**src/rtl/fight_round_ctrl.sv**
```systemverilog
// fight_round_ctrl: match sequencer for the two-player fighting datapath.
// Collects one action per player per turn, issues them as a single step strobe,
// samples the returned health, scores rounds and declares the match winner.
// Optional feature: define ROUND_TIMER_EN to end a round after ROUND_TICKS steps
// (higher health wins, equal health is a draw round, winner 2'b11 on round overflow).
module fight_round_ctrl #(
  parameter int ROUNDS_TO_WIN = 2,
  parameter int ACT_TIMEOUT   = 15,
  parameter int SETTLE_CYC    = 2,
  parameter int ROUND_TICKS   = 64
) (
  input  logic       clk,
  input  logic       rst,
  input  logic       start,
  input  logic       act1_valid,
  input  logic [2:0] act1,
  output logic       act1_ready,
  input  logic       act2_valid,
  input  logic [2:0] act2,
  output logic       act2_ready,
  input  logic [1:0] health1,
  input  logic [1:0] health2,
  output logic       step,
  output logic [2:0] action1_out,
  output logic [2:0] action2_out,
  output logic       round_rst,
  output logic [3:0] round_num,
  output logic [2:0] wins1,
  output logic [2:0] wins2,
  output logic [1:0] winner,
  output logic       match_done
);

  typedef enum logic [2:0] {
    S_IDLE, S_ROUND_INIT, S_COLLECT, S_ISSUE, S_SETTLE, S_MATCH_END
  } state_e;

  localparam logic [2:0] ACT_AWAIT = 3'b010;
  localparam int TMO_W = (ACT_TIMEOUT > 1) ? $clog2(ACT_TIMEOUT) : 1;
  localparam int SET_W = (SETTLE_CYC > 1) ? $clog2(SETTLE_CYC) : 1;
  localparam logic [TMO_W-1:0] TMO_LAST = TMO_W'(ACT_TIMEOUT - 1);
  localparam logic [SET_W-1:0] SET_LAST = SET_W'(SETTLE_CYC - 1);
  localparam logic [2:0]       WIN_LAST = 3'(ROUNDS_TO_WIN - 1);

  state_e           state_q, state_d;
  logic [TMO_W-1:0] tmo_q, tmo_d;
  logic [SET_W-1:0] settle_q, settle_d;
  logic             got1_q, got1_d, got2_q, got2_d;
  logic [2:0]       action1_q, action1_d, action2_q, action2_d;
  logic [3:0]       round_q, round_d;
  logic [2:0]       wins1_q, wins1_d, wins2_q, wins2_d;
  logic [1:0]       winner_q, winner_d;

  logic in_collect, cap1, cap2, tmo_fire, turn_done, sample, ko1, ko2;
  logic p1_round, p2_round, draw_round, replay, p1_match, p2_match;
  logic next_round, round_ovf, restart;

`ifdef ROUND_TIMER_EN
  localparam int STEP_W = $clog2(ROUND_TICKS + 1);
  logic [STEP_W-1:0] steps_q, steps_d;
`else
  logic unused_round_ticks;
  assign unused_round_ticks = (ROUND_TICKS > 0);
`endif

  // Decode captures, turn completion and the end-of-settle round verdict
  always_comb begin
    // NOTE: every signal gets a default before any conditional override so no latch is inferred.
    in_collect = (state_q == S_COLLECT);
    cap1       = in_collect && act1_valid && !got1_q;
    cap2       = in_collect && act2_valid && !got2_q;
    tmo_fire   = in_collect && (tmo_q == TMO_LAST);
    turn_done  = in_collect && (((got1_q || cap1) && (got2_q || cap2)) || tmo_fire);
    sample     = (state_q == S_SETTLE) && (settle_q == SET_LAST);
    ko1        = (health1 == 2'd0);
    ko2        = (health2 == 2'd0);
    p1_round   = sample && ko2 && !ko1;
    p2_round   = sample && ko1 && !ko2;
    replay     = sample && ko1 && ko2;
    draw_round = 1'b0;
`ifdef ROUND_TIMER_EN
    if (sample && !ko1 && !ko2 && (steps_q == STEP_W'(ROUND_TICKS))) begin
      if (health1 > health2)      p1_round   = 1'b1;
      else if (health2 > health1) p2_round   = 1'b1;
      else                        draw_round = 1'b1;
    end
`endif
    p1_match   = p1_round && (wins1_q == WIN_LAST);
    p2_match   = p2_round && (wins2_q == WIN_LAST);
    next_round = (p1_round && !p1_match) || (p2_round && !p2_match) || draw_round;
`ifdef ROUND_TIMER_EN
    round_ovf  = next_round && (round_q == 4'd15);
`else
    round_ovf  = 1'b0;
`endif
    restart    = start && ((state_q == S_IDLE) || (state_q == S_MATCH_END));
  end

  // Next-state logic of the match sequencer
  always_comb begin
    state_d = state_q;
    unique case (state_q)
      S_IDLE, S_MATCH_END: if (start) state_d = S_ROUND_INIT;
      S_ROUND_INIT:        state_d = S_COLLECT;
      S_COLLECT:           if (turn_done) state_d = S_ISSUE;
      S_ISSUE:             state_d = S_SETTLE;
      S_SETTLE: begin
        if (sample) begin
          if (p1_match || p2_match || round_ovf) state_d = S_MATCH_END;
          else if (next_round || replay)         state_d = S_ROUND_INIT;
          else                                   state_d = S_COLLECT;
        end
      end
      default:             state_d = S_IDLE;
    endcase
  end

  // Datapath: phase counters, action capture, scoring and round bookkeeping
  always_comb begin
    tmo_d     = in_collect ? tmo_q + 1'b1 : '0;
    settle_d  = (state_q == S_SETTLE) ? settle_q + 1'b1 : '0;
    got1_d    = in_collect && (got1_q || cap1);
    got2_d    = in_collect && (got2_q || cap2);
    // A capture in the timeout cycle takes priority over the forced await.
    action1_d = action1_q;
    if (cap1)                     action1_d = act1;
    else if (tmo_fire && !got1_q) action1_d = ACT_AWAIT;
    action2_d = action2_q;
    if (cap2)                     action2_d = act2;
    else if (tmo_fire && !got2_q) action2_d = ACT_AWAIT;
    round_d   = round_q;
    wins1_d   = wins1_q;
    wins2_d   = wins2_q;
    winner_d  = winner_q;
    if (restart) begin
      round_d  = 4'd1;
      wins1_d  = '0;
      wins2_d  = '0;
      winner_d = 2'b00;
    end
    if (p1_round) wins1_d = wins1_q + 3'd1;
    if (p2_round) wins2_d = wins2_q + 3'd1;
    if (p1_match)                                round_d = round_q;
    if (p1_match)                                winner_d = 2'b01;
    else if (p2_match)                           winner_d = 2'b10;
    else if (round_ovf)                          winner_d = 2'b11;
    else if (next_round && (round_q != 4'd15))   round_d  = round_q + 4'd1;
`ifdef ROUND_TIMER_EN
    steps_d = steps_q;
    if (state_q == S_ROUND_INIT) steps_d = '0;
    else if (state_q == S_ISSUE) steps_d = steps_q + 1'b1;
`endif
  end

  // State and datapath registers with synchronous reset
  always_ff @(posedge clk) begin
    // NOTE: flops use non-blocking assignments so every register samples pre-edge values.
    if (rst) begin
      state_q   <= S_IDLE;
      tmo_q     <= '0;
      settle_q  <= '0;
      got1_q    <= 1'b0;
      got2_q    <= 1'b0;
      action1_q <= ACT_AWAIT;
      action2_q <= ACT_AWAIT;
      round_q   <= '0;
      wins1_q   <= '0;
      wins2_q   <= '0;
      winner_q  <= 2'b00;
`ifdef ROUND_TIMER_EN
      steps_q   <= '0;
`endif
    end else begin
      state_q   <= state_d;
      tmo_q     <= tmo_d;
      settle_q  <= settle_d;
      got1_q    <= got1_d;
      got2_q    <= got2_d;
      action1_q <= action1_d;
      action2_q <= action2_d;
      round_q   <= round_d;
      wins1_q   <= wins1_d;
      wins2_q   <= wins2_d;
      winner_q  <= winner_d;
`ifdef ROUND_TIMER_EN
      steps_q   <= steps_d;
`endif
    end
  end

  // Outputs: strobes and readies from the current state, the rest from registers
  always_comb begin
    act1_ready  = (state_q == S_COLLECT) && !got1_q;
    act2_ready  = (state_q == S_COLLECT) && !got2_q;
    step        = (state_q == S_ISSUE);
    round_rst   = (state_q == S_ROUND_INIT);
    match_done  = (state_q == S_MATCH_END);
    action1_out = action1_q;
    action2_out = action2_q;
    round_num   = round_q;
    wins1       = wins1_q;
    wins2       = wins2_q;
    winner      = winner_q;
  end

endmodule

```
**config.mk**
```make
export PLATFORM = sky130hd
export DESIGN_NAME = fight_round_ctrl
export DESIGN_NICKNAME = d
export VERILOG_FILES = /design/src/rtl/fight_round_ctrl.sv
export SDC_FILE = /design/constraint.sdc
export NUM_CORES = 1
export LEC_CHECK = 0
export CORE_MARGIN = 4
export CORE_UTILIZATION = 48
export CTS_CLUSTER_SIZE = 14
export DETAILED_ROUTE_END_ITERATION = 8
export PLACE_DENSITY = 0.78
export SETUP_SLACK_MARGIN = 0.3
export SYNTH_ARGS = -nofsm -noshare
export SYNTH_HDL_FRONTEND = slang
export SYNTH_SLANG_ARGS = --single-unit
```
**constraint.sdc**
```tcl
create_clock -name clk -period 2 [get_ports clk]
set_input_delay 0.4 -clock clk [delete_from_list [all_inputs] [get_ports clk]]
set_output_delay 0.4 -clock clk [all_outputs]
set_load 0.05 [all_outputs]
```
==> reports/results.tsv, run 1 <==
stage	metric	value	unit
outcome	status	finished, final reports clean	
finish	layout.nets	244	
route	vias	1437	
logic_synthesis	postSynthCellCount	169	
grt	grt_usage	19.5	%
pwr	p_sw	0.331	mW
critical_path	start_kind	flop	
logic_synthesis	synth.most_common_cell	dfxtp_1	
cts	cts.clk_slew.worst_paths	0.15	ns
sta	rsz0062_at_grt	yes	
grt	globalRouteOverflowTotal	0	
route	vias_per_cell	5.44	
logic_synthesis	synthFlopType	dfxtp_1	
die	pin_count	38	
pwr	p_clk_share	21.5	%
critical_path	crit_fanout	7	
logic_synthesis	synth_edf_count	0	
sta	tightest_slew	0.507	ns
pwr	p_int	0.775	mW
critical_path	reg2reg_to	winner[0]	
min_path	worstHoldPathType	flop to flop	
sta	finClkSkew	0.00811	ns
route	highest_layer	met4	
pwr	swShare	29.9	%
finish	drive_gt1_share	27.7	%
logic_synthesis	synth_top_area_share	37.4	%
critical_path	reg2reg_from	state_q[0]	
finish	insertedDiodeCount	0	
grt	first_global_vias	1554	
sta	maxSlewHeadroom	66.4	%
die	core	0.00303	sq mm
placed_design	port_buffers	37	
sta	fmax	0.579	GHz
sta	finalSetupViolCount	0	
logic_synthesis	synth_area_leaders	dfxtp_1 (37%), ha_1 (5.8%), nand3_1 (5.3%), nor2_1 (5.0%), nor4b_4 (3.2%)	
sta	setup_tns	0	ns
cts	clk_latency	0.34	ns
die	start_util	49.5	%
pwr	pwr-share-seq	53.4	%
grt	grt_max_degree	16	
pwr	p_per_area	523	mW/mm^2
route	wl_met2	2.04	mm
cts	clock-sinks	28	
logic_synthesis	synth_area	0.00150	sq mm
logic_synthesis	yosysUniqueCellTypes	49	
logic_synthesis	synthTopCellsByCount	dfxtp_1 (28), nor2_1 (20), nand3_1 (16)	
placed_design	routabilityCongestion	0.845	
sta	hold_viol	0	
pwr	vdd_ir_drop_max	346	uV
route	wl_met3	186	microns
critical_path	end_kind	output pin	
job	maxCapViolCount	0	
critical_path	reg2reg_setup_slack	0.31	ns
die	die_h	63.9	microns
logic_synthesis	syn_avg_cell_area	8.87	sq um
cts	clockBufferDepth	2	
logic_synthesis	yosysSeqAreaShare	37.4	%
cts	ctsHtreeMaxLevel	1	
cts	clockRootBuffer	clkbuf_4	
cts	cts_made_buffers	3	
sta	fin_ws	0.274	ns
logic_synthesis	yosys_warnings	0	
route	routedWlPerCell	14.1	microns
logic_synthesis	synthesis.nets	191	
finish	area_growth	41.2	%
critical_path	crit_arrival	1.33	ns
critical_path	crit_type	flop to output pin	
pwr	leakage	0.847	nW
pwr	power_frac_comb	25.1	%
critical_path	critPathLaunch	state_q[0]	
placed_design	place_ws	0.128	ns
route	drt-met1-wl	1.44	mm
grt	grt_pass1_wl	6.53	mm
route	ant_nets	0	
die	die_area	0.00408	sq mm
logic_synthesis	async_flop_share	0	%
placed_design	detailed_place_hpwl	2.73	mm
critical_path	reg2regPathDepth	7	
route	wirelength	3.72	mm
critical_path	required	1.60	ns
sta	period_share	86.3	%
route	firstDrtPassIters	4	
sta	drv_slew	0	
route	drc	0	
sta	post-route-min-period	1.73	ns
die	rows	20	
die	fp.dieW	63.9	microns
route	drtIter0Drc	54	
logic_synthesis	synth-seq-cells	28	
grt	antenna_found_initial	0	
cts	tritoncts	yes	
critical_path	endpoint	step	
logic_synthesis	synth_area_leader_cell	dfxtp_1	
-- cells in the final DEF, fill, tap and decap left out, types with 3 or more instances in the layout --
master           synthesis  routed
nand2b_1                 6       6
dfxtp_1                 28      23
dfxtp_2                  0       3
o21ai_1                  1       3
dlygate4sd2_1            0      10
nand3_1                 16      15
clkdlybuf4s50_1          0      14
nand4_1                  4       4
clkbuf_2                 0       4
o21bai_1                 3       3
clkdlybuf4s15_1          0       4
ha_1                     7       7
xor2_1                   3       3
nand2_1                  8       7
a32oi_1                  4       4
nor2_1                  20      18
buf_12                   0       5
buf_4                    1      18
inv_1                    4       3
nor3_1                   4       4
or2_2                    3       3
nor2b_1                  4       4
a21oi_1                  8       8
clkbuf_4                 0       3
-- worst max-delay path: stages, from the launching register on --
cell and delay, ns:
dfxtp_4 0.41, buf_6 0.12, and2b_2 0.20, nand2_2 0.08, inv_2 0.05, buf_12 0.14
-- cells by family (layout without fill, tap and decap cells) --
logic type | Yosys count | in the layout | synth area share (%)
mux | 1 | 1 | 0.668
buf+inv | 13 | 64 | 4.17
fa+ha+maj | 7 | 7 | 5.84
compound gates | 29 | 29 | 13.9
flops | 28 | 28 | 37.4
xor+xnor | 4 | 4 | 2.34
simple gates | 87 | 87 | 35.6
-- cell type report --
class	instances	area (sq um)
Tap cell	44	55.1
Fill cell	246	912
Sequential cell	28	572
Clock buffer	3	22.5
Multi-Input combinational cell	128	912
Inverter	4	15.0
Timing Repair Buffer	57	539
-- registers in the layout (all words and copies together), names as in the netlist --
signal       flops
settle_q         1
winner           2
wins1            3
action2_out      3
tmo_q            4
got2_q           1
wins2            3
state_q          3
got1_q           1
round_num        4
action1_out      3
-- routing by layer --
metal | vias to the layer above | global-route usage (%)
met5 | - | 0
met4 | 0 | 6.74
met3 | 7 | 4.57
met2 | 42 | 36.0
met1 | 683 | 21.6
li1 | 705 | -
-- timing repair --
item | CTS | global route
pin swaps | 3 | 5
hold buffers | 0 | 0
buffers inserted | 12 | 2
endpoints found under the setup margin | 23 | 23
gates resized for setup | 30 | 16
-- stage by stage --
stage                     util [%]  hold WS, ns  power [mW]  instance area (sq um)  cells
after global routing          69.9        0.487        1.16                   2120    264
after detailed placement      65.3        0.442       0.849                   1980    247
after CTS                     69.2        0.474        1.10                   2090    262
final                         69.9        0.473        1.11                   2120    264
after global placement        65.3        0.428       0.845                   1980    247
after floorplan                  -        0.406       0.745                   1510    169
-- worst min-delay path by stage --
| stage | from | endpoint | slack, ns | depth (start not counted) |
|---|---|---|---|---|
| CTS | settle_q | settle_q | 0.47 | 1 |
| finish | settle_q | settle_q | 0.47 | 1 |
| global placement | settle_q | settle_q | 0.43 | 1 |
| detailed placement | settle_q | settle_q | 0.44 | 1 |
| floorplan | settle_q | settle_q | 0.41 | 1 |
| global route | settle_q | settle_q | 0.49 | 1 |
-- power by group through the flow --
stage	Clock [mW]	Combinational [mW]	Sequential, mW
after floorplan	0	0.123	0.622
after global placement	0	0.242	0.603
after detailed placement	0	0.245	0.604
after CTS	0.240	0.274	0.591
after global routing	0.272	0.298	0.594
final	0.238	0.278	0.590
(Power assumes the default switching activity.)
==> run 2: changes to the inputs <==
--- a/config.mk
+++ b/config.mk
@@ -9,8 +9,9 @@
 export CORE_UTILIZATION = 48
 export CTS_CLUSTER_SIZE = 14
 export DETAILED_ROUTE_END_ITERATION = 8
-export PLACE_DENSITY = 0.78
+export PLACE_DENSITY = 0.86
 export SETUP_SLACK_MARGIN = 0.3
+export SKIP_CTS_REPAIR_TIMING = 1
 export SYNTH_ARGS = -nofsm -noshare
 export SYNTH_HDL_FRONTEND = slang
 export SYNTH_SLANG_ARGS = --single-unit
==> reports/results.tsv, run 2 (same netlist as run 1, synthesis figures left out) <==
stage	metric	value	unit
placed_design	detailed_place_hpwl	2.70	mm
die	core	0.00303	sq mm
sta	finalSetupViolCount	0	
placed_design	placed_cell_area	0.00198	sq mm
grt	globalRouteOverflowTotal	0	
route	routedWlPerCell	15.1	microns
pwr	p_per_area	571	mW/mm^2
placed_design	port_buffers	37	
critical_path	crit_type	flop to output pin	
critical_path	reg2reg_to	round_num[2]	
finish	drive_gt1_share	23.3	%
cts	clockBufferDepth	2	
sta	whs	0.484	ns
critical_path	start_kind	flop	
placed_design	place_ws	0.103	ns
die	pin_count	38	
cts	clockRootBuffer	clkbuf_4	
pwr	vdd_ir_drop_max	485	uV
placed_design	routabilityCongestion	0.898	
cts	tritoncts	yes	
pwr	fin_total_pwr	1.24	mW
critical_path	end_kind	output pin	
die	die_h	63.9	microns
grt	grt_pass1_wl	5.98	mm
sta	post-route-min-period	1.81	ns
grt	grt_usage	18.0	%
route	ant_nets	0	
finish	fin_util	71.9	%
sta	maxSlewHeadroom	64.8	%
cts	cts.clk_slew.worst_paths	0.15	ns
grt	grt_max_degree	17	
critical_path	reg2reg_from	state_q[0]	
die	rows	20	
min_path	holdPathStages	1	
sta	period_share	90.4	%
finish	fillers	218	
min_path	worstHoldPathType	flop to flop	
job	maxCapViolCount	0	
grt	first_global_vias	1362	
sta	drv_slew	0	
cts	clk_latency	0.33	ns
sta	finClkSkew	0.000927	ns
critical_path	reg2regPathDepth	6	
die	fp.dieW	63.9	microns
die	die_area	0.00408	sq mm
outcome	status	finished, final reports clean	
finish	insertedDiodeCount	0	
critical_path	crit_fanout	7	
route	vias_per_cell	5.57	
route	vias	1442	
grt	antenna_found_initial	0	
route	drc	0	
finish	layout_commonest_cell	dfxtp_1	
finish	area_growth	45.2	%
cts	clock-sinks	28	
die	start_util	49.5	%
critical_path	crit_arrival	1.41	ns
critical_path	required	1.60	ns
finish	layout.nets	238	
route	drtIter0Drc	62	
critical_path	endpoint	round_rst	
route	wirelength	3.90	mm
sta	fmax	0.553	GHz
sta	hold_viol	0	
critical_path	critPathLaunch	state_q[2]	
pwr	leakage	1.09	nW
finish	post-route-cell-area	0.00218	sq mm
cts	ctsHtreeMaxLevel	1	
sta	tightest_slew	0.527	ns
route	firstDrtPassIters	4	
sta	rsz0062_at_grt	yes	
cts	cts_made_buffers	3	
critical_path	reg2reg_setup_slack	0.29	ns
sta	fin_ws	0.192	ns
finish	final_cell_mix	dfxtp_1 (22), dlymetal6s2s_1 (19), nor2_1 (18)	
==> run 2: changes by cell type in the layout (fill, tap and decap cells not counted), moves of 4 or more <==
| cell | previous run | this run |
|---|---|---|
| dlymetal6s2s_1 | 0 | 19 |
| dlygate4sd2_1 | 10 | 0 |
| buf_4 | 18 | 12 |
| clkbuf_2 | 4 | 0 |
| clkdlybuf4s15_1 | 4 | 0 |
==> run 2: critical path, stage by stage (launching register included) <==
cell     delay, ns
dfxtp_4       0.41
buf_4         0.15
or2b_4        0.27
nor2_4        0.10
buf_12        0.14
==> run 2: layer usage <==
| metal | vias up | part of all wire [%] | global-route usage (%) |
|---|---|---|---|
| met5 | - | 0 | 0 |
| met2 | 60 | 51 | 32.1 |
| met1 | 680 | 41 | 20.4 |
| li1 | 696 | - | - |
| met3 | 6 | 6.8 | 4.75 |
| met4 | 0 | 1.2 | 6.20 |
==> run 2: worst min-delay path by stage <==
| stage | start | endpoint | slack, ns |
|---|---|---|---|
| finish | settle_q | settle_q | 0.48 |
| global route | tmo_q[0] | tmo_q[0] | 0.50 |
| CTS | settle_q | settle_q | 0.47 |
| detailed placement | settle_q | settle_q | 0.44 |
| global placement | settle_q | settle_q | 0.43 |
| floorplan | settle_q | settle_q | 0.41 |
==> run 2: cell type report <==
cell class	count	area [sq um]	area share, %
Tap cell	44	55.1	2.53
Multi-Input combinational cell	128	902	41.4
Clock inverter	1	30.0	1.38
Inverter	4	15.0	0.690
Timing Repair Buffer	51	579	26.6
Sequential cell	28	573	26.3
Clock buffer	3	22.5	1.03
==> run 2: report_power, final <==
part / internal (mW) / switching (mW)
combinational: 0.130 / 0.145
clock: 0.203 / 0.174
sequential: 0.573 / 0.0198
total: 0.905 / 0.339
==> run 2: per-stage QoR <==
stage                     cells  setup TNS [ns]
after floorplan             169               0
after global placement      247               0
after detailed placement    247               0
after CTS                   251         -0.0426
after global routing        259               0
final                       259               0
